**src/rtl/uart_pkg.sv**
```systemverilog
// Shared UART constants and receiver state encoding.
// The transmitter imports the same baud defaults so both ends of the link stay matched.
package uart_pkg;

  localparam int DEFAULT_CLK_HZ       = 50_000_000;
  localparam int DEFAULT_BAUD         = 9600;
  localparam int DEFAULT_CLKS_PER_BIT = DEFAULT_CLK_HZ / DEFAULT_BAUD;

  typedef enum logic [2:0] {
    ST_IDLE   = 3'd0,
    ST_START  = 3'd1,
    ST_DATA   = 3'd2,
    ST_PARITY = 3'd3,
    ST_STOP   = 3'd4
  } rx_state_t;

endpackage

```
**src/rtl/uart_rx_bit_timer.sv**
```systemverilog
// Bit-period counter for the receiver.
// mid_tick marks the middle of a bit, full_tick marks the end of a whole bit period.
module bit_timer
  import uart_pkg::*;
#(
  parameter int CLKS_PER_BIT = DEFAULT_CLKS_PER_BIT
) (
  input  logic clk,
  input  logic reset,
  input  logic clear,
  output logic mid_tick,
  output logic full_tick
);

  localparam int CNT_W = $clog2(CLKS_PER_BIT);
  localparam logic [CNT_W-1:0] MID_CNT  = CNT_W'(CLKS_PER_BIT / 2 - 1);
  localparam logic [CNT_W-1:0] FULL_CNT = CNT_W'(CLKS_PER_BIT - 1);

  logic [CNT_W-1:0] cnt;

  // Wrapping on full_tick lets consecutive data bits be timed without a clear.
  always_ff @(posedge clk or negedge reset) begin
    if (!reset) begin
      cnt <= '0;
    end else if (clear || full_tick) begin
      cnt <= '0;
    end else begin
      cnt <= cnt + 1'b1;
    end
  end

  assign mid_tick  = (cnt == MID_CNT);
  assign full_tick = (cnt == FULL_CNT);

endmodule

```
**src/rtl/uart_rx.sv**
```systemverilog
// Asynchronous serial receiver (8N1 / 8E1) with a sticky byte-ready flag and error flags.
// Handshake: Rx_flag is held until a one-cycle Clear_Rx_flag; a commit in that same cycle wins.
module uart_rx
  import uart_pkg::*;
#(
  parameter int CLKS_PER_BIT = DEFAULT_CLKS_PER_BIT,
  parameter int DATA_BITS    = 8,
  parameter int PARITY_EN    = 0
) (
  input  logic                 clk,
  input  logic                 reset,
  input  logic                 SerialIn,
  input  logic                 Clear_Rx_flag,
  output logic [DATA_BITS-1:0] Rx_Data,
  output logic                 Rx_flag,
  output logic                 Frame_error,
  output logic                 Parity_error,
  output logic                 Overrun,
  output logic [2:0]           dbg_state
);

  localparam int BIT_W = $clog2(DATA_BITS + 1);
  localparam logic [BIT_W-1:0] LAST_BIT = BIT_W'(DATA_BITS - 1);

  rx_state_t state, state_next;

  logic                 sync1, rx;
  logic                 mid_tick, full_tick;
  logic                 timer_clr, shift_en, par_sample, commit;
  logic [DATA_BITS-1:0] shift;
  logic [BIT_W-1:0]     bit_cnt;
  logic                 par_err;

  bit_timer #(.CLKS_PER_BIT(CLKS_PER_BIT)) u_timer (
    .clk       (clk),
    .reset     (reset),
    .clear     (timer_clr),
    .mid_tick  (mid_tick),
    .full_tick (full_tick)
  );

  always_ff @(posedge clk or negedge reset) begin
    if (!reset) begin
      state <= ST_IDLE;
    end else begin
      state <= state_next;
    end
  end

  always_comb begin
    state_next = state;
    case (state)
      ST_IDLE:   if (!rx) state_next = ST_START;
      ST_START:  if (mid_tick) state_next = rx ? ST_IDLE : ST_DATA;
      ST_DATA:   if (full_tick && bit_cnt == LAST_BIT)
                   state_next = (PARITY_EN != 0) ? ST_PARITY : ST_STOP;
      ST_PARITY: if (full_tick) state_next = ST_STOP;
      ST_STOP:   if (full_tick) state_next = ST_IDLE;
      default:   state_next = ST_IDLE;
    endcase
  end

  // Timer restarts on every state change so each phase is timed from its own entry.
  always_comb begin
    timer_clr  = (state == ST_IDLE) || (state_next != state);
    shift_en   = (state == ST_DATA) && full_tick;
    par_sample = (state == ST_PARITY) && full_tick;
    commit     = (state == ST_STOP) && full_tick;
  end

  assign dbg_state = state;

  always_ff @(posedge clk or negedge reset) begin
    if (!reset) begin
      sync1        <= 1'b1;
      rx           <= 1'b1;
      shift        <= '0;
      bit_cnt      <= '0;
      par_err      <= 1'b0;
      Rx_Data      <= '0;
      Rx_flag      <= 1'b0;
      Frame_error  <= 1'b0;
      Parity_error <= 1'b0;
      Overrun      <= 1'b0;
    end else begin
      sync1 <= SerialIn;
      rx    <= sync1;

      if (state == ST_START) begin
        bit_cnt <= '0;
        par_err <= 1'b0;
      end
      if (shift_en) begin
        shift   <= {rx, shift[DATA_BITS-1:1]};
        bit_cnt <= bit_cnt + 1'b1;
      end
      if (par_sample) begin
        par_err <= (^shift) ^ rx;
      end

      if (commit) begin
        Rx_Data      <= shift;
        Rx_flag      <= 1'b1;
        Frame_error  <= !rx;
        Parity_error <= par_err;
        // A clear in the commit cycle means the previous byte was consumed.
        Overrun      <= Clear_Rx_flag ? 1'b0 : (Overrun | Rx_flag);
      end else if (Clear_Rx_flag) begin
        Rx_flag      <= 1'b0;
        Frame_error  <= 1'b0;
        Parity_error <= 1'b0;
        Overrun      <= 1'b0;
      end
    end
  end

endmodule

```
**config.mk**
```make
export PLATFORM = sky130hd
export DESIGN_NAME = uart_rx
export DESIGN_NICKNAME = d
export VERILOG_FILES = /design/src/rtl/uart_pkg.sv /design/src/rtl/uart_rx_bit_timer.sv /design/src/rtl/uart_rx.sv
export SDC_FILE = /design/constraint.sdc
export NUM_CORES = 1
export LEC_CHECK = 0
export CAP_MARGIN = 20
export CORE_ASPECT_RATIO = 1.2
export CORE_MARGIN = 2
export CORE_UTILIZATION = 50
export DETAILED_ROUTE_END_ITERATION = 8
export GPL_TIMING_DRIVEN = 0
export HOLD_SLACK_MARGIN = 0.03
export PLACE_DENSITY_LB_ADDON = 0.15
export SETUP_SLACK_MARGIN = 0.3
export SLEW_MARGIN = 25
export SYNTH_ARGS = -nofsm -noshare
export SYNTH_HDL_FRONTEND = slang
export SYNTH_SLANG_ARGS = --single-unit
```
**constraint.sdc**
```tcl
create_clock -name clk -period 3.37 [get_ports clk]
set_input_delay 0.8425 -clock clk [delete_from_list [all_inputs] [get_ports clk]]
set_output_delay 0.8425 -clock clk [all_outputs]
set_load 0.01 [all_outputs]
```
# After elaboration in Yosys (flattened, before gate mapping)

Index checks and enable logic that the tools add are counted.

Add/subtract/negate cells: 2
Reduce and logical (&&, ||, !) cells: 12
Bitwise logic cells: 2
Equal/unequal tests: 8
Muxes and demuxes: 18

Operators by type and width:

| kind                                                               | count |
|---|---|
| 3-bit two-way mux                                                  | 5 |
| 3-bit one-hot mux with 5 select lines                              | 1 |
| 13-bit by 1-bit adder with 13-bit output (second input constant)   | 1 |
| 13-bit by 12-bit == test with 1-bit output (second input constant) | 1 |
| 13-bit == test (second input constant)                             | 1 |
| 13-bit two-way mux                                                 | 1 |
| 1-bit two-way mux                                                  | 8 |
| 4-bit two-way mux                                                  | 2 |
| 8-bit parity                                                       | 1 |
| 3-bit by 2-bit == test with 1-bit output (second input constant)   | 2 |
| 2-bit nonzero test                                                 | 3 |
| 4-bit by 1-bit adder with 4-bit output (second input constant)     | 1 |
| 4-bit by 3-bit == test with 1-bit output (second input constant)   | 1 |
| 1-bit logical AND                                                  | 4 |
| 3-bit by 1-bit == test with 1-bit output (second input constant)   | 1 |
| 3-bit == test (second input constant)                              | 1 |
| 3-bit zero test                                                    | 1 |
| 3-bit != test                                                      | 1 |
| 1-bit logical OR                                                   | 2 |
| 2-bit two-way mux                                                  | 1 |
| 1-bit zero test                                                    | 1 |
| 1-bit OR                                                           | 1 |
| 1-bit bitwise XOR                                                  | 1 |

Input port bits: 4
Register bits after elaboration: 43

# Logic depth before layout (Yosys ltp)

Gate-level depths: netlist of the first run.

Word-level depth: 8
Depth in mapped cells: 7
Mapped depth without buffers: 5

# Cells and area by module

Synthesis of the first run repeated with hierarchy kept, for this count alone.

Cells, all modules: 182
Area, all modules: 2,092.0 um^2

Modules (own cells, without submodules):

| module    | times used | area each (um^2) | cells an instance | sequential area each (um^2) |
|---|---|---|---|---|
| uart_rx   | 1          | 1,392.6          | 112               | 753.2 |
| bit_timer | 1          | 699.4            | 70                | 325.3 |

# Worst setup path after synthesis of the first run

Ideal clock, no wire load.

Kind: register to register
Start: register state[2] (netlist: dbg_state[2])
End: register shift[3]
Arrival time: 1.863 ns
Cell stages (with the launch flop): 7
Period minus slack after synthesis: 1.988 ns
Setup time: 0.125 ns
Setup slack: 1.382 ns
Required time: 3.245 ns
Buffers on the path: 3
Path through: dfrtp_1 buf_6 or3b_1 or4_1 buf_6 buf_12 mux2_4

Longest elaborated chain between the ends: 2

RTL lines:

| element                                  | RTL line      | source |
|---|---|---|
| start, declared                          | uart_rx.sv:25 | `rx_state_t state, state_next;` |
| start signal, assigned                   | uart_rx.sv:46 | `state <= state_next;` |
| 3-bit by 2-bit == test with 1-bit output | uart_rx.sv:66 | `shift_en = (state == ST_DATA) && full_tick;` |
| 1-bit logical AND                        | uart_rx.sv:66 |  |
| end signal, assigned                     | uart_rx.sv:94 | `shift <= {rx, shift[DATA_BITS-1:1]};` |
| end, declared                            | uart_rx.sv:30 | `logic [DATA_BITS-1:0] shift;` |

No other way between the ends.
A chain may end at the register's enable or synchronous reset.

# Worst setup path after layout of the first run

Start: register state[0] (netlist: dbg_state[0])
End: output port dbg_state[0]

RTL lines:

| element       | RTL line      | source |
|---|---|---|
| end, declared | uart_rx.sv:19 | `output logic [2:0] dbg_state` |

No word-level cell between the ends.

==> run_results.csv, run 1 <==
group,metric,value,unit
outcome,status,"completed",
sta,finClkSkew,0.00742,ns
hold_path,holdCritPathClass,"reg -> reg",
power_and_ir_drop,p_leak,1.13,nW
global_routing,grt_start_max_net_pins,30,
worst_setup_path,end_kind,"output port",
global_routing,track_usage,0.177,
logic_synthesis,synth_edf_count,0,
worst_setup_path,critical_path_buf_inv_count,1,
clock_tree,cts_hold_buf,0,
logic_synthesis,ys_types,42,
floorplanning,dieWidth,62.6,um
layout,final_cell_area,2430,um^2
logic_synthesis,syn_area,2060,um^2
sta,drv_slew,0,
route,wl_per_cell,14.8,um
floorplanning,rows,25,
sta,finalCriticalPeriod,2.22,ns
route,route.detailed.drc,0,
clock_tree,cts_setup_buffers,0,
layout,num-nets-final,207,
sta,timing.fmax,0.451,GHz
floorplanning,top_level_ports,19,
floorplanning,die_height,74.4,um
worst_setup_path,crit_chain,"clkdlybuf4s50_1",
sta,hold_violations,0,
route,drtIter0Drc,99,
worst_setup_path,cp.required,2.53,ns
power_and_ir_drop,ir_worst_vdd,0.000294,V
placed_design,port_buffers,18,
worst_setup_path,max_stage_delay,0.60,ns
clock_tree,cts_buffer_depth,2,
logic_synthesis,synth-seq-cells,43,
clock_tree,cts.sinks,43,
logic_synthesis,syn_inst,175,
power_and_ir_drop,powerDensity,380,nW/um^2
worst_setup_path,path_max_fanout,8,
route,vias,1420,
worst_setup_path,path_class,"reg -> out",
layout,area_growth,17.9,%
global_routing,antenna_found_initial,0,
logic_synthesis,seq_area_frac_synth,0.523,
route,antenna_left,0,
floorplanning,core_area,3940,um^2
route,viasPerCell,5.57,
logic_synthesis,synth_nets,181,
sta,fin_crit_sh,0.658,
logic_synthesis,postSynth.topFlopCell,"dfrtp_1",
layout,drive_gt1_frac,0.179,
clock_tree,cts.clk_slew.worst_paths,0.08,ns
placed_design,place_congestion,0.845,
clock_tree,h-tree-depth,2,
floorplanning,dieArea,4660,um^2
sta,rsz0062_at_grt,"false",
logic_synthesis,async_reset_ff_frac,1.00,
worst_setup_path,start_kind,"register",
route,wirelength,3780,um
clock_tree,numCtsBuffers,5,
clock_tree,cts-root-buf,"clkbuf_8",
layout,diodes,0,
placed_design,place_hpwl,2810,um
sta,setup_viol,0,
floorplanning,initial_core_util,0.523,
layout,fillCellCount,343,
sta,slew_headroom,0.362,
clock_tree,insertion_delay,0.29,ns
sta,max_slew.worst_pin.slew,0.942,ns
global_routing,grt_pass1_wl,6350,um
worst_setup_path,path_delay_family,"buffers and inverters",
logic_synthesis,yosysWarnings,0,
flow_run,cap_violations,0,
global_routing,overflow,0,
worst_setup_path,cp.arrival,1.38,ns
worst_setup_path,cpMaxStageDelayCell,"clkdlybuf4s50_1",
route,drtPass1Iterations,4,
placed_design,dpl_cell_area,2330,um^2
logic_synthesis,syn_avg_cell_area,11.8,um^2
global_routing,grt_pass1_vias,1399,
clock_tree,post_cts_resize_count,0,
clock_tree,cts_tree,"done",
sta,fin_tns_setup,0,ns
## cells by family (layout without fill, tap and decap cells)
kind of cell / after synthesis / after routing / synth area share
xor+xnor: 17 / 17 / 0.0788
simple gates: 61 / 61 / 0.168
mux: 19 / 19 / 0.112
flops: 43 / 43 / 0.523
buf+inv: 15 / 41 / 0.0455
fa+ha+maj: 2 / 2 / 0.0121
compound gates: 18 / 18 / 0.0613
## area by class of cell
cell class                      count  area [um^2]  share of cell area
Sequential cell                    43         1080               0.443
Multi-Input combinational cell    117          891               0.366
Timing Repair Buffer               19          195              0.0802
Clock buffer                        5         68.8              0.0283
Buffer                              8         67.6              0.0278
Tap cell                           54         67.6              0.0278
Clock inverter                      2         37.5              0.0154
Inverter                            7         26.3              0.0108
## placed cells by master (no fill, tap or decap), types with 7 or more instances in the layout
master,n
nor2_1,17
clkdlybuf4s50_1,17
inv_1,7
nand3_1,9
mux2_2,12
dfrtp_1,41
xor2_1,8
xnor2_1,8
## report_power, final
part / switching, W / total [W] / internal (W)
Combinational: 0.0000112 / 0.0000169 / 0.00000576
Sequential: 0.00000146 / 0.000519 / 0.000518
Clock: 0.000171 / 0.000388 / 0.000217
Total: 0.000184 / 0.000924 / 0.000740
## per-stage QoR
step                power (W)  instances  utilization  worst slack [ns]  hold slack (ns)
floorplan            0.000530        175            -              1.38            0.345
global placement     0.000544        247        0.586             0.467            0.348
detailed placement   0.000547        248        0.590              1.26            0.349
CTS                  0.000937        255        0.617              1.14            0.367
global route         0.000958        255        0.617             0.967            0.369
finish               0.000924        255        0.617              1.15            0.359
## Yosys cell counts (3+ instances only)
master / instances / share of area
nand4bb_1: 3 / 0.016
or3_1: 4 / 0.012
nor3b_1: 3 / 0.011
mux2_2: 12 / 0.065
dfrtp_1: 41 / 0.50
o21ai_0: 5 / 0.012
a21oi_1: 3 / 0.0073
xor2_1: 8 / 0.034
inv_1: 7 / 0.013
xnor2_1: 8 / 0.034
nand2b_1: 4 / 0.012
nand4_1: 4 / 0.012
mux2_4: 5 / 0.036
nand3_1: 9 / 0.022
nor2_1: 17 / 0.031
nand2_1: 5 / 0.0091
## state kept, by name, summed over array words and instances, names as in the netlist
signal,cells
Rx_Data,8
Rx_flag,1
rx,1
par_err,1
Frame_error,1
sync1,1
Overrun,1
shift,8
dbg_state,3
u_timer.cnt,13
Parity_error,1
bit_cnt,4
## path summary, 6_finish.rpt
path,start,to,slack [ns],depth (start not counted)
worst max-delay path,dbg_state[0],dbg_state[0],1.15,1
worst min-delay path,sync1,rx,0.36,0
worst max register to register,u_timer.cnt[0],u_timer.cnt[2],1.21,5
worst min register to register,sync1,rx,0.36,0
max in group asynchronous,reset,sync1,2.38,2
min in group asynchronous,reset,u_timer.cnt[9],0.45,1
## routing by layer
| layer | global-route usage | up-vias | wire length [um] |
|---|---|---|---|
| met3 | 0.0484 | 7 | 137 |
| met4 | 0.0642 | 0 | 47 |
| met1 | 0.192 | 719 | 1580 |
| li1 | - | 670 | - |
| met2 | 0.335 | 24 | 2020 |
| met5 | 0 | - | 0 |
No activity file was read; power rests on OpenSTA's default activity.
==> run 2, diff against run 1 <==
- clock period: 3.37 -> 1.9 ns (I/O delays scaled with it)
==> run 2 against run 1 <==
Net effect:
- the run now ends with setup timing left
- non-clock buffer count rose by 24
- count of clock-buffer cells in the layout rose by 1
- design area increased by 22%
==> run_results.csv, run 2 (same netlist as run 1, synthesis figures left out) <==
group,metric,value,unit
layout,fillCellCount,275,
sta,setup_viol,10,
sta,finClkSkew,0.00821,ns
floorplanning,dieArea,4660,um^2
placed_design,place_congestion,0.873,
layout,final_common_cell,"dfrtp_1",
flow_run,cap_violations,0,
floorplanning,die_height,74.4,um
hold_path,holdCritPathClass,"in -> async",
placed_design,place_hpwl,2880,um
clock_tree,cts.clk_slew.worst_paths,0.08,ns
global_routing,grt_start_max_net_pins,24,
sta,worst_slack,-0.0923,ns
layout,largest_register_ffs,13,
floorplanning,top_level_ports,19,
global_routing,grt_pass1_wl,7630,um
worst_setup_path,path_class,"reg -> reg",
clock_tree,cts_tree,"done",
route,wirelength,4870,um
worst_setup_path,start_kind,"register",
global_routing,grtUsageMet1,0.231,
route,antenna_left,0,
route,route.detailed.drc,0,
clock_tree,cts.sinks,43,
global_routing,overflow,0,
layout,num-nets-final,231,
outcome,status,"finished, violations left",
floorplanning,core_area,3940,um^2
floorplanning,initial_core_util,0.523,
floorplanning,dieWidth,62.6,um
worst_setup_path,path_max_fanout,7,
global_routing,grt_pass1_vias,1601,
worst_setup_path,cp.arrival,2.19,ns
clock_tree,h-tree-depth,2,
layout,drive_gt1_frac,0.407,
global_routing,met2_usage,0.416,
clock_tree,numCtsBuffers,5,
route,drtIter0Drc,83,
clock_tree,cts-root-buf,"clkbuf_8",
placed_design,port_buffers,18,
layout,top_regs,"u_timer.cnt: 13 flops, Rx_Data: 8 flops, shift: 8 flops",
worst_setup_path,cp.required,2.09,ns
sta,rsz0062_at_grt,"true",
power_and_ir_drop,ir_worst_vdd,0.000459,V
route,viasPerCell,5.55,
sta,timing.fmax,0.502,GHz
layout,post-route-util,0.750,
layout,area_growth,43.4,%
sta,fin_crit_sh,1.05,
floorplanning,rows,25,
sta,max_slew.worst_pin.slew,0.653,ns
global_routing,grt.busiest_layer,"met2",
layout,diodes,0,
layout,final_cell_mix,"38 x dfrtp_1, 14 x buf_6, 14 x mux2_4, 14 x buf_4",
clock_tree,insertion_delay,0.31,ns
sta,finalCriticalPeriod,1.99,ns
worst_setup_path,end_kind,"register",
route,vias,1555,
sta,hold_violations,0,
layout,regMostFlops,"u_timer.cnt",
global_routing,antenna_found_initial,0,
route,drtPass1Iterations,4,
power_and_ir_drop,powerDensity,576,nW/um^2
global_routing,grtUsageMet3,0.0439,
sta,slew_headroom,0.561,
route,wl_per_cell,17.4,um
clock_tree,cts_hold_buf,0,
power_and_ir_drop,p_leak,1.42,nW
clock_tree,cts_buffer_depth,2,
global_routing,track_usage,0.214,
sta,drv_slew,0,
sta,hold_slack,0.132,ns
outcome,violations,"setup timing",
run 2: final timing paths:
check,slack [ns],cells after the start,start,end
worst max-delay path,-0.09,6,dbg_state[2],shift[5]
worst min-delay path,0.13,1,reset,u_timer.cnt[4]
worst max register to register,-0.09,6,dbg_state[2],shift[5]
worst min register to register,0.36,0,sync1,rx
max in group asynchronous,1.20,2,reset,sync1
min in group clk,0.36,0,sync1,rx
run 2: cell type report:
class                      count  area (um^2)  area share
buffer                         8         96.3      0.0326
clock buffer                   6         82.6      0.0279
clock inverter                 2         35.0      0.0118
inverter                       7         26.3     0.00888
multi-input combinational    117         1140       0.387
sequential                    43         1080       0.366
tap                           54         67.6      0.0228
timing repair buffer          43          423       0.143
run 2: timing repair:
| action | CTS | global route |
|---|---|---|
| pin swaps | 7 | 15 |
| cloned | 0 | 1 |
| gates resized for setup | 48 | 33 |
| endpoints found under the setup margin | 55 | 40 |
| buffers inserted | 13 | 10 |
run 2: power breakdown:
part            total, W  internal (W)  switching [W]
Combinational  0.0000327     0.0000118      0.0000209
Clock           0.000751      0.000425       0.000326
Sequential      0.000921      0.000918     0.00000256
Total            0.00170       0.00136       0.000349
run 2: critical path, stage by stage, from the launching register on:
cell and delay, ns:
dfrtp_1 0.40, buf_6 0.12, or3b_1 0.36, or4_4 0.42
buf_6 0.16, buf_12 0.13, mux2_4 0.29
run 2: layer usage:
layer  up-vias  part of all wire
li1        720                 -
met1       798              0.39
met2        27              0.56
met3        10             0.032
met4         0             0.017
met5         -                 0
run 2: per-stage QoR:
step / area (um^2) / TNS [ns] / setup WS (ns) / instances / power, W
global placement: 2350 / -30.23 / -0.697 / 247 / 0.000966
finish: 2960 / -0.736 / -0.0923 / 280 / 0.00170
CTS: 2710 / -0.601 / -0.0889 / 269 / 0.00171
floorplan: 2100 / -0.480 / -0.0875 / 175 / 0.000940
detailed placement: 2370 / -1.84 / -0.180 / 248 / 0.000972
global route: 2960 / -1.43 / -0.150 / 280 / 0.00176
